--- src/rtl/mem_block_mover_if.sv ---
// Job request and data-memory bus of the block mover.
// The mover takes the slave side. The requester and memory model take the master side.
interface mem_block_mover_if #(
    parameter int ADDR_W = 8,
    parameter int DATA_W = 8
);
    // Job request, captured by the mover on the Start edge
    logic              Start;
    logic              Mode;
    logic [ADDR_W-1:0] SrcAddr;
    logic [ADDR_W-1:0] DstAddr;
    logic [ADDR_W-1:0] Length;
    logic [DATA_W-1:0] FillValue;

    // Job status
    logic              Busy;
    logic              Done;

    // Single-port data memory
    logic [ADDR_W-1:0] MemAddress;
    logic              MemRead;
    logic              MemWrite;
    logic [DATA_W-1:0] MemDataOut;
    logic [DATA_W-1:0] MemDataIn;

    modport slave (
        input  Start, Mode, SrcAddr, DstAddr, Length, FillValue, MemDataIn,
        output Busy, Done, MemAddress, MemRead, MemWrite, MemDataOut
    );

    modport master (
        output Start, Mode, SrcAddr, DstAddr, Length, FillValue, MemDataIn,
        input  Busy, Done, MemAddress, MemRead, MemWrite, MemDataOut
    );
endinterface

--- src/rtl/mem_block_mover.sv ---
// Block copy / block fill engine in front of a single-port data memory.
// A copy moves one byte in two cycles: RD latches the byte, and WR stores it.
// A fill stores one byte per cycle.
// The copy runs in ascending order, so an overlapping copy with dst > src smears the first byte.
module mem_block_mover #(
    parameter int ADDR_W = 8,
    parameter int DATA_W = 8
) (
    input  logic               i_clk,
    input  logic               i_reset,
    mem_block_mover_if.slave   io_bus
);
    typedef enum logic [2:0] {
        S_IDLE = 3'd0,
        S_RD   = 3'd1,
        S_WR   = 3'd2,
        S_FILL = 3'd3,
        S_DONE = 3'd4
    } state_t;

    state_t            r_state;
    state_t            w_state_next;

    logic              r_mode;
    logic [ADDR_W-1:0] r_src;
    logic [ADDR_W-1:0] r_dst;
    logic [ADDR_W-1:0] r_len;
    logic [ADDR_W-1:0] r_i;
    logic [DATA_W-1:0] r_fill;
    logic [DATA_W-1:0] r_hold;

    logic [ADDR_W-1:0] w_i_inc;
    logic              w_last;

    // The offset wraps with the address width, so base+offset wraps modulo memory depth.
    assign w_i_inc = r_i + 1'b1;
    assign w_last  = (w_i_inc == r_len);

    // State register
    always_ff @(posedge i_clk) begin
        if (i_reset) begin
            r_state <= S_IDLE;
        end else begin
            r_state <= w_state_next;
        end
    end

    // Next-state decode
    always_comb begin
        w_state_next = r_state;
        case (r_state)
            S_IDLE: begin
                if (io_bus.Start) begin
                    if (io_bus.Length == '0) begin
                        w_state_next = S_DONE;
                    end else if (io_bus.Mode) begin
                        w_state_next = S_FILL;
                    end else begin
                        w_state_next = S_RD;
                    end
                end
            end
            S_RD:    w_state_next = S_WR;
            S_WR:    w_state_next = w_last ? S_DONE : S_RD;
            S_FILL:  w_state_next = w_last ? S_DONE : S_FILL;
            S_DONE:  w_state_next = S_IDLE;
            default: w_state_next = S_IDLE;
        endcase
    end

    // Job parameters latch on Start, and the byte offset and read-hold register update
    always_ff @(posedge i_clk) begin
        if (i_reset) begin
            r_mode <= 1'b0;
            r_src  <= '0;
            r_dst  <= '0;
            r_len  <= '0;
            r_fill <= '0;
            r_i    <= '0;
            r_hold <= '0;
        end else begin
            case (r_state)
                S_IDLE: begin
                    if (io_bus.Start) begin
                        r_mode <= io_bus.Mode;
                        r_src  <= io_bus.SrcAddr;
                        r_dst  <= io_bus.DstAddr;
                        r_len  <= io_bus.Length;
                        r_fill <= io_bus.FillValue;
                        r_i    <= '0;
                    end
                end
                S_RD:         r_hold <= io_bus.MemDataIn;
                S_WR, S_FILL: r_i    <= w_i_inc;
                default:      ;
            endcase
        end
    end

    // Moore outputs: memory strobes, address and data are driven only in the active states
    always_comb begin
        io_bus.Busy       = 1'b0;
        io_bus.Done       = 1'b0;
        io_bus.MemRead    = 1'b0;
        io_bus.MemWrite   = 1'b0;
        io_bus.MemAddress = '0;
        io_bus.MemDataOut = '0;
        case (r_state)
            S_RD: begin
                io_bus.Busy       = 1'b1;
                io_bus.MemRead    = 1'b1;
                io_bus.MemAddress = r_src + r_i;
            end
            S_WR: begin
                io_bus.Busy       = 1'b1;
                io_bus.MemWrite   = 1'b1;
                io_bus.MemAddress = r_dst + r_i;
                io_bus.MemDataOut = r_hold;
            end
            S_FILL: begin
                io_bus.Busy       = 1'b1;
                io_bus.MemWrite   = 1'b1;
                io_bus.MemAddress = r_dst + r_i;
                io_bus.MemDataOut = r_fill;
            end
            S_DONE: begin
                io_bus.Done       = 1'b1;
            end
            default: ;
        endcase
    end

    // The mode bit is kept with the job for visibility. The state already encodes copy versus fill.
    logic w_unused;
    assign w_unused = r_mode;
endmodule

--- src/flat_wrapper.sv ---
// flat-port wrapper written by rule: the top's interface ports become plain ports
module mem_block_mover_flat 
#(
    parameter int ADDR_W = 8,
    parameter int DATA_W = 8
)
  (i_clk, i_reset, io_bus_Start, io_bus_Mode, io_bus_SrcAddr, io_bus_DstAddr, io_bus_Length, io_bus_FillValue, io_bus_MemDataIn, io_bus_Busy, io_bus_Done, io_bus_MemAddress, io_bus_MemRead, io_bus_MemWrite, io_bus_MemDataOut);
  mem_block_mover_if #(.ADDR_W(ADDR_W), .DATA_W(DATA_W)) io_bus_i ();
  input  logic i_clk;
  input  logic i_reset;
  input wire logic [$bits(io_bus_i.Start)-1:0] io_bus_Start;
  input wire logic [$bits(io_bus_i.Mode)-1:0] io_bus_Mode;
  input wire logic [$bits(io_bus_i.SrcAddr)-1:0] io_bus_SrcAddr;
  input wire logic [$bits(io_bus_i.DstAddr)-1:0] io_bus_DstAddr;
  input wire logic [$bits(io_bus_i.Length)-1:0] io_bus_Length;
  input wire logic [$bits(io_bus_i.FillValue)-1:0] io_bus_FillValue;
  input wire logic [$bits(io_bus_i.MemDataIn)-1:0] io_bus_MemDataIn;
  output wire logic [$bits(io_bus_i.Busy)-1:0] io_bus_Busy;
  output wire logic [$bits(io_bus_i.Done)-1:0] io_bus_Done;
  output wire logic [$bits(io_bus_i.MemAddress)-1:0] io_bus_MemAddress;
  output wire logic [$bits(io_bus_i.MemRead)-1:0] io_bus_MemRead;
  output wire logic [$bits(io_bus_i.MemWrite)-1:0] io_bus_MemWrite;
  output wire logic [$bits(io_bus_i.MemDataOut)-1:0] io_bus_MemDataOut;
  assign io_bus_i.Start = io_bus_Start;
  assign io_bus_i.Mode = io_bus_Mode;
  assign io_bus_i.SrcAddr = io_bus_SrcAddr;
  assign io_bus_i.DstAddr = io_bus_DstAddr;
  assign io_bus_i.Length = io_bus_Length;
  assign io_bus_i.FillValue = io_bus_FillValue;
  assign io_bus_i.MemDataIn = io_bus_MemDataIn;
  assign io_bus_Busy = io_bus_i.Busy;
  assign io_bus_Done = io_bus_i.Done;
  assign io_bus_MemAddress = io_bus_i.MemAddress;
  assign io_bus_MemRead = io_bus_i.MemRead;
  assign io_bus_MemWrite = io_bus_i.MemWrite;
  assign io_bus_MemDataOut = io_bus_i.MemDataOut;
  mem_block_mover #(.ADDR_W(ADDR_W), .DATA_W(DATA_W)) u_core (.i_clk(i_clk), .i_reset(i_reset), .io_bus(io_bus_i));
endmodule
--- config.mk ---
export PLATFORM = sky130hd
export DESIGN_NAME = mem_block_mover_flat
export DESIGN_NICKNAME = d
export VERILOG_FILES = /design/src/rtl/mem_block_mover_if.sv /design/src/rtl/mem_block_mover.sv /design/src/flat_wrapper.sv
export SDC_FILE = /design/constraint.sdc
export NUM_CORES = 1
export LEC_CHECK = 0
export CAP_MARGIN = 30
export CORE_ASPECT_RATIO = 1.1
export CORE_MARGIN = 2
export CORE_UTILIZATION = 50
export CTS_BUF_LIST = sky130_fd_sc_hd__clkbuf_4 sky130_fd_sc_hd__clkbuf_8
export DETAILED_ROUTE_END_ITERATION = 12
export GPL_TIMING_DRIVEN = 0
export MAX_ROUTING_LAYER = met4
export PLACE_DENSITY = 0.78
export SETUP_SLACK_MARGIN = 0.4
export SLEW_MARGIN = 0
export SYNTH_ARGS = -nofsm -noshare
export SYNTH_HDL_FRONTEND = slang
export SYNTH_SLANG_ARGS = --single-unit
--- constraint.sdc ---
create_clock -name i_clk -period 3.4 [get_ports i_clk]
set_input_delay 0.51 -clock i_clk [delete_from_list [all_inputs] [get_ports i_clk]]
set_output_delay 0.51 -clock i_clk [all_outputs]
set_load 0.01 [all_outputs]
==> results.json, run 1 <==
{
  "dieArea_sq_mm": 0.00603,
  "wl_met3_um": 346,
  "synthFlopType": "dfxtp_1",
  "grt_overflow": 0,
  "cts.clk_slew.worst_paths_ns": 0.08,
  "htreeDepth": 2,
  "p_per_area_mw_per_mm2": 442,
  "cts_num_sinks": 51,
  "grt_pass1_vias": 2632,
  "period_share_pct": 93.9,
  "wirelength_met1_um": 3250,
  "clk_latency_ns": 0.30,
  "slew_viol_final": 0,
  "whs_ns": 0.457,
  "drt_pass1_iterations": 4,
  "worst_slew_pin_slew_ns": 0.679,
  "maxCapViolCount": 0,
  "antenna_found_initial": 0,
  "hpwl_um": 4960,
  "track_usage_pct": 26.1,
  "die_w_um": 74.2,
  "dr_total_vias": 2800,
  "drc_errors": 0,
  "finalCriticalPeriod_ns": 3.19,
  "port_buffers": 62,
  "p_leak_uw": 0.00149,
  "drive_above_1_share_pct": 12.1,
  "cp.required_ns": 2.89,
  "yosysUniqueCellTypes": 47,
  "syn_area_per_cell_sq_um": 7.35,
  "grt_pass1_wl_um": 11900,
  "ys_async_sr_fraction_pct": 0,
  "coreArea_sq_mm": 0.00533,
  "fp.dieH_um": 81.3,
  "maxUsedRoutingLayer": "met4",
  "routed_wl_um": 7350,
  "cts.root.buffer_cell": "clkbuf_8",
  "synth-edff-count": 0,
  "power.total_uw": 1660,
  "ys_warn_count": 0,
  "hold_violations": 0,
  "final_util_pct": 70.7,
  "grt_setup_unrepaired": "true",
  "detail_route.vias_per_cell": 5.30,
  "pin_count": 64,
  "synth_cells": 369,
  "rows": 28,
  "gp_congestion": 0.871,
  "cts_buffers": 5,
  "drt-initial-drc-count": 186,
  "synth_area_sq_mm": 0.00271,
  "wl_met2_um": 3700,
  "ys_ff_latch": 51,
  "setup_violations": 0,
  "n_antenna_cell": 0,
  "endpoint_kind": "output pin",
  "slew_headroom_pct": 54.6,
  "drt-wirelength-per-cell_um": 13.9,
  "ir_drop_uv": 286,
  "status": "finished, final reports clean",
  "start_kind": "register",
  "crit_type": "reg -> out",
  "synth_fp_nets": 422,
  "start_util_pct": 51.0,
  "detail-route-antenna-nets": 0,
  "min_path_type": "reg -> reg",
  "crit_fanout": 4,
  "nNetsFinal": 506,
  "clockBufferDepth": 2,
  "grt_max_degree": 15,
  "skew_ns": 0.00711,
  "yosysSeqAreaShare_pct": 37.6,
  "max_freq_ghz": 0.313,
  "tritoncts": "built",
  "cp.arrival_ns": 2.68,
  "cts_hold_buf": 0,
  "area_growth_pct": 38.8
}
[path summary, 6_finish.rpt]
kind / depth (start not counted) / startpoint / end / slack [ns]
worst min-delay path: 2 / u_core.r_hold[7] / u_core.r_hold[7] / 0.46
worst max register to register: 6 / u_core.r_i[0] / u_core.r_state[2] / 1.36
worst min register to register: 2 / u_core.r_hold[7] / u_core.r_hold[7] / 0.46
worst max-delay path: 13 / u_core.r_state[2] / io_bus_MemAddress[7] / 0.21
[flip-flops by register name, indices dropped and copies added, names as in the netlist]
| name | count |
|---|---|
| u_core.r_dst | 8 |
| u_core.r_fill | 8 |
| u_core.r_hold | 8 |
| u_core.r_i | 8 |
| u_core.r_len | 8 |
| u_core.r_src | 8 |
| u_core.r_state | 3 |
[layout make-up]
class	instances	area (sq um)
buffer	21	116
clock buffer	6	76.3
inverter	9	36.3
timing repair buffer	77	719
clock inverter	1	30.0
multi-input combinational	288	1670
sequential	51	1030
tap	75	93.8
fill	455	1560
[cell usage after synthesis, drive strengths merged (2+ instances only)]
| master | count | area, sq um |
|---|---|---|
| or4 | 2 | 15.0 |
| a21o | 3 | 22.5 |
| nor2 | 25 | 93.8 |
| a21oi | 50 | 250 |
| o21ai | 11 | 55.1 |
| mux2i | 9 | 90.1 |
| dfxtp | 51 | 1020 |
| nor2b | 3 | 18.8 |
| o21a | 2 | 15.0 |
| or3 | 5 | 31.3 |
| nor4 | 3 | 25.0 |
| buf | 5 | 23.8 |
| inv | 8 | 30.0 |
| xor2 | 6 | 52.6 |
| a31oi | 2 | 12.5 |
| clkbuf | 16 | 60.1 |
| nand2 | 111 | 417 |
| nand3 | 7 | 35.0 |
| xnor2 | 7 | 61.3 |
| nand3b | 3 | 22.5 |
| o2111ai | 2 | 17.5 |
| and2 | 3 | 18.8 |
| nor3 | 5 | 25.0 |
| ha | 8 | 100 |
| a21boi | 2 | 15.0 |
[cells by family (layout without fill, tap and decap cells)]
| kind of cell | Yosys count | in the layout | share of synthesized area [%] |
|---|---|---|---|
| xor+xnor | 13 | 13 | 4.20 |
| fa+ha+maj | 9 | 9 | 4.43 |
| buf+inv | 30 | 114 | 4.33 |
| compound gates | 81 | 81 | 17.3 |
| flops | 51 | 51 | 37.6 |
| simple gates | 176 | 176 | 28.8 |
| mux | 9 | 9 | 3.32 |
[what timing repair did]
action,CTS,global route
endpoints found under the setup margin,7,4
cloned,0,0
gates resized for setup,48,11
pin swaps,9,6
buffers inserted,11,4
[critical path: stages (launching register included)]
cell and delay [ns]:
dfxtp_4 0.35, nand2b_4 0.16, buf_8 0.13, buf_8 0.12
nand2_4 0.06, nand2_4 0.05, ha_4 0.20, a21o_1 0.16
a21o_1 0.21, buf_6 0.13, a2111oi_4 0.35, o21ai_1 0.11
a21bo_2 0.22, buf_6 0.12
[where the power goes]
part | switching, uW | internal [uW]
clock | 193 | 224
combinational | 304 | 248
sequential | 39.4 | 656
total | 537 | 1130
[through the flow]
stage	setup slack, ns	TNS (ns)	instance area (sq um)	std cells
after CTS	0.221	0	3710	524
after detailed placement	-0.411	-1.13	3430	506
final	0.207	0	3770	528
after floorplan	0.426	0	2720	369
after global routing	0.0992	0	3770	528
after global placement	-0.376	-0.994	3430	506
[metal layers]
metal	GRT usage, %	vias to the layer above
met5	-	-
met4	5.54	0
met3	4.84	6
met2	45.5	84
met1	31.4	1296
li1	-	1414
[layout by cell type (no fill, tap or decap), types with 3 or more instances in the layout]
master | netlist | final
nor3_1 | 5 | 5
mux2i_1 | 9 | 9
clkbuf_1 | 16 | 14
a21o_1 | 3 | 3
buf_2 | 4 | 6
nand3b_1 | 3 | 3
nor2_1 | 25 | 25
and2_1 | 3 | 3
a21oi_1 | 50 | 50
xnor2_1 | 7 | 7
buf_4 | 0 | 15
or3_1 | 5 | 5
clkbuf_8 | 0 | 5
clkdlybuf4s50_1 | 0 | 55
ha_1 | 8 | 5
buf_6 | 0 | 3
nand3_1 | 7 | 7
nand2_1 | 111 | 106
dfxtp_1 | 51 | 49
o21ai_0 | 11 | 9
dlygate4sd2_1 | 0 | 3
xor2_1 | 6 | 6
nand2_2 | 0 | 3
inv_1 | 8 | 7
Power figures use the tool's default switching activity.
==> run 2: changes to the inputs <==
--- a/config.mk
+++ b/config.mk
@@ -6,14 +6,16 @@
 export NUM_CORES = 1
 export LEC_CHECK = 0
 export CAP_MARGIN = 30
+export CELL_PAD_IN_SITES_DETAIL_PLACEMENT = 1
+export CELL_PAD_IN_SITES_GLOBAL_PLACEMENT = 1
 export CORE_ASPECT_RATIO = 1.1
 export CORE_MARGIN = 2
-export CORE_UTILIZATION = 50
+export CORE_UTILIZATION = 37
 export CTS_BUF_LIST = sky130_fd_sc_hd__clkbuf_4 sky130_fd_sc_hd__clkbuf_8
 export DETAILED_ROUTE_END_ITERATION = 12
 export GPL_TIMING_DRIVEN = 0
 export MAX_ROUTING_LAYER = met4
-export PLACE_DENSITY = 0.78
+export PLACE_DENSITY = 0.81
 export SETUP_SLACK_MARGIN = 0.4
 export SLEW_MARGIN = 0
 export SYNTH_ARGS = -nofsm -noshare
==> results.json, run 2 (synthesis gave the netlist of run 1 again) <==
{
  "status": "finished, final reports clean",
  "endpoint_kind": "output pin",
  "hpwl_um": 6150,
  "antenna_found_initial": 0,
  "hold_violations": 0,
  "final_cell_count_no_fill": 538,
  "area_growth_pct": 41.9,
  "grt_setup_unrepaired": "true",
  "die_w_um": 85.7,
  "drt-initial-drc-count": 136,
  "start_kind": "register",
  "placed_area_sq_mm": 0.00344,
  "regToRegSetupSlack_ns": 1.31,
  "path_delay_family": "simple AND/OR/NAND/NOR gates",
  "fp.dieH_um": 93.8,
  "dr_total_vias": 2928,
  "worst_slew_pin_slew_ns": 0.737,
  "detail_route.vias_per_cell": 5.44,
  "cts.root.buffer_cell": "clkbuf_8",
  "gp_congestion": 0.784,
  "coreArea_sq_mm": 0.00705,
  "htreeDepth": 2,
  "path_cells": "nand2b_4 -> clkbuf_16 -> buf_12 -> buf_12 -> nand2_1 -> nand2_2 -> ha_4 -> inv_2 -> or3_1 -> or3_4 -> nand3_2 -> buf_2",
  "ir_drop_uv": 279,
  "reg2reg_to": "u_core.r_state[1]",
  "crit_buf_inv": 5,
  "cpMostUsedCell": "buf_12",
  "finalCriticalPeriod_ns": 3.19,
  "slew_viol_final": 0,
  "cp.arrival_ns": 2.68,
  "p_per_area_mw_per_mm2": 435,
  "maxCapViolCount": 0,
  "power.total_uw": 1680,
  "drive_above_1_share_pct": 14.8,
  "cts_hold_buf": 0,
  "track_usage_pct": 23.3,
  "grt_overflow": 0,
  "cts_num_sinks": 51,
  "min_path_type": "reg -> reg",
  "pin_count": 64,
  "clockBufferDepth": 2,
  "min_from": "u_core.r_hold[3]",
  "slew_headroom_pct": 50.7,
  "nNetsFinal": 505,
  "r2r-start": "u_core.r_i[1]",
  "grt_max_degree": 18,
  "cpPeakStageDelay_ns": 0.38,
  "start_util_pct": 38.5,
  "whs_ns": 0.462,
  "tritoncts": "built",
  "p_leak_uw": 0.00148,
  "clk_latency_ns": 0.32,
  "hold_depth": 2,
  "drt-wirelength-per-cell_um": 16.9,
  "holdPathEnd": "u_core.r_hold[3]",
  "cts_buffers": 5,
  "design_area_sq_mm": 0.00385,
  "port_buffers": 62,
  "crit_type": "reg -> out",
  "dieArea_sq_mm": 0.00804,
  "final_cell_mix": "nand2_1 (105), clkdlybuf4s50_1 (55), a21oi_1 (49), dfxtp_1 (49), nor2_1 (25)",
  "dp.cells": 516,
  "final_common_cell": "nand2_1",
  "ff2ff_path_depth": 6,
  "max_freq_ghz": 0.314,
  "rows": 32,
  "skew_ns": 0.00910,
  "crit_fanout": 5,
  "grt_pass1_wl_um": 14400,
  "period_share_pct": 93.8,
  "cp.required_ns": 2.89,
  "cts.clk_slew.worst_paths_ns": 0.10,
  "routed_wl_um": 9090,
  "drt_pass1_iterations": 4,
  "drc_errors": 0,
  "n_antenna_cell": 0,
  "setup_violations": 0,
  "worst_slack_ns": 0.211,
  "cp_slowest_cell": "or3_1",
  "detail-route-antenna-nets": 0,
  "place_ws_ns": -0.596,
  "grt_pass1_vias": 2969
}
## run 2: changes by cell type in the layout (fill, tap and decap cells not counted), moves of 2 or more
cell           change
ha_4               +2
inv_1              -2
ha_1               -3
inv_2              +2
buf_12             +2
dlygate4sd2_1      -2
buf_4              -2
buf_8              -2
clkinvlp_4         +2
## run 2: layout make-up
class / instances / area [sq um]
fillers: 890 / 3200
multi-input cells: 288 / 1730
flip-flops and latches: 51 / 1030
repair buffers: 76 / 718
plain buffers: 21 / 138
well taps: 85 / 106
clock buffers: 5 / 68.8
inverters: 9 / 36.3
clock inverters: 3 / 23.8
## run 2: metrics by stage
step / utilization [%] / setup TNS (ns)
floorplan: - / 0
global placement: 48.9 / -1.31
detailed placement: 48.9 / -1.66
CTS: 53.7 / 0
global route: 54.7 / 0
finish: 54.7 / 0
## run 2: power breakdown
| group | internal (uW) | switching, uW |
|---|---|---|
| logic | 270 | 329 |
| registers | 656 | 41.4 |
| clock network | 148 | 232 |
| total | 1070 | 602 |
## run 2: timing repair
| item | 4_1_cts | 5_1_grt |
|---|---|---|
| pin swaps | 8 | 11 |
| resized for setup | 62 | 15 |
| setup buffers | 12 | 2 |
| endpoints found under the setup margin | 8 | 6 |
## run 2: worst reg2reg max path: stages (launching register included)
cell and delay [ns]:
dfxtp_1 0.51, ha_1 0.36, nand3b_1 0.11, a221oi_1 0.28, a21oi_1 0.10, nor4_2 0.46, a31oi_1 0.15
## run 2: per-layer routing
metal / global-route usage [%] / vias up / routed length (um)
met5: - / - / 0
met4: 9.26 / 0 / 269
met3: 3.16 / 23 / 326
met2: 41.4 / 71 / 4620
met1: 26.3 / 1420 / 3870
li1: - / 1414 / -
## run 2: how the worst max path moves through the flow
stage / start / endpoint / slack [ns] / cells past startpoint
floorplan: u_core.r_state[2] / io_bus_MemAddress[7] / 0.43 / 11
global placement: u_core.r_state[2] / io_bus_MemAddress[7] / -0.49 / 11
detailed placement: u_core.r_state[2] / io_bus_MemAddress[7] / -0.60 / 11
CTS: u_core.r_state[2] / io_bus_MemAddress[7] / 0.25 / 12
global route: u_core.r_state[2] / io_bus_MemAddress[6] / 0.13 / 12
finish: u_core.r_state[2] / io_bus_MemAddress[6] / 0.21 / 12
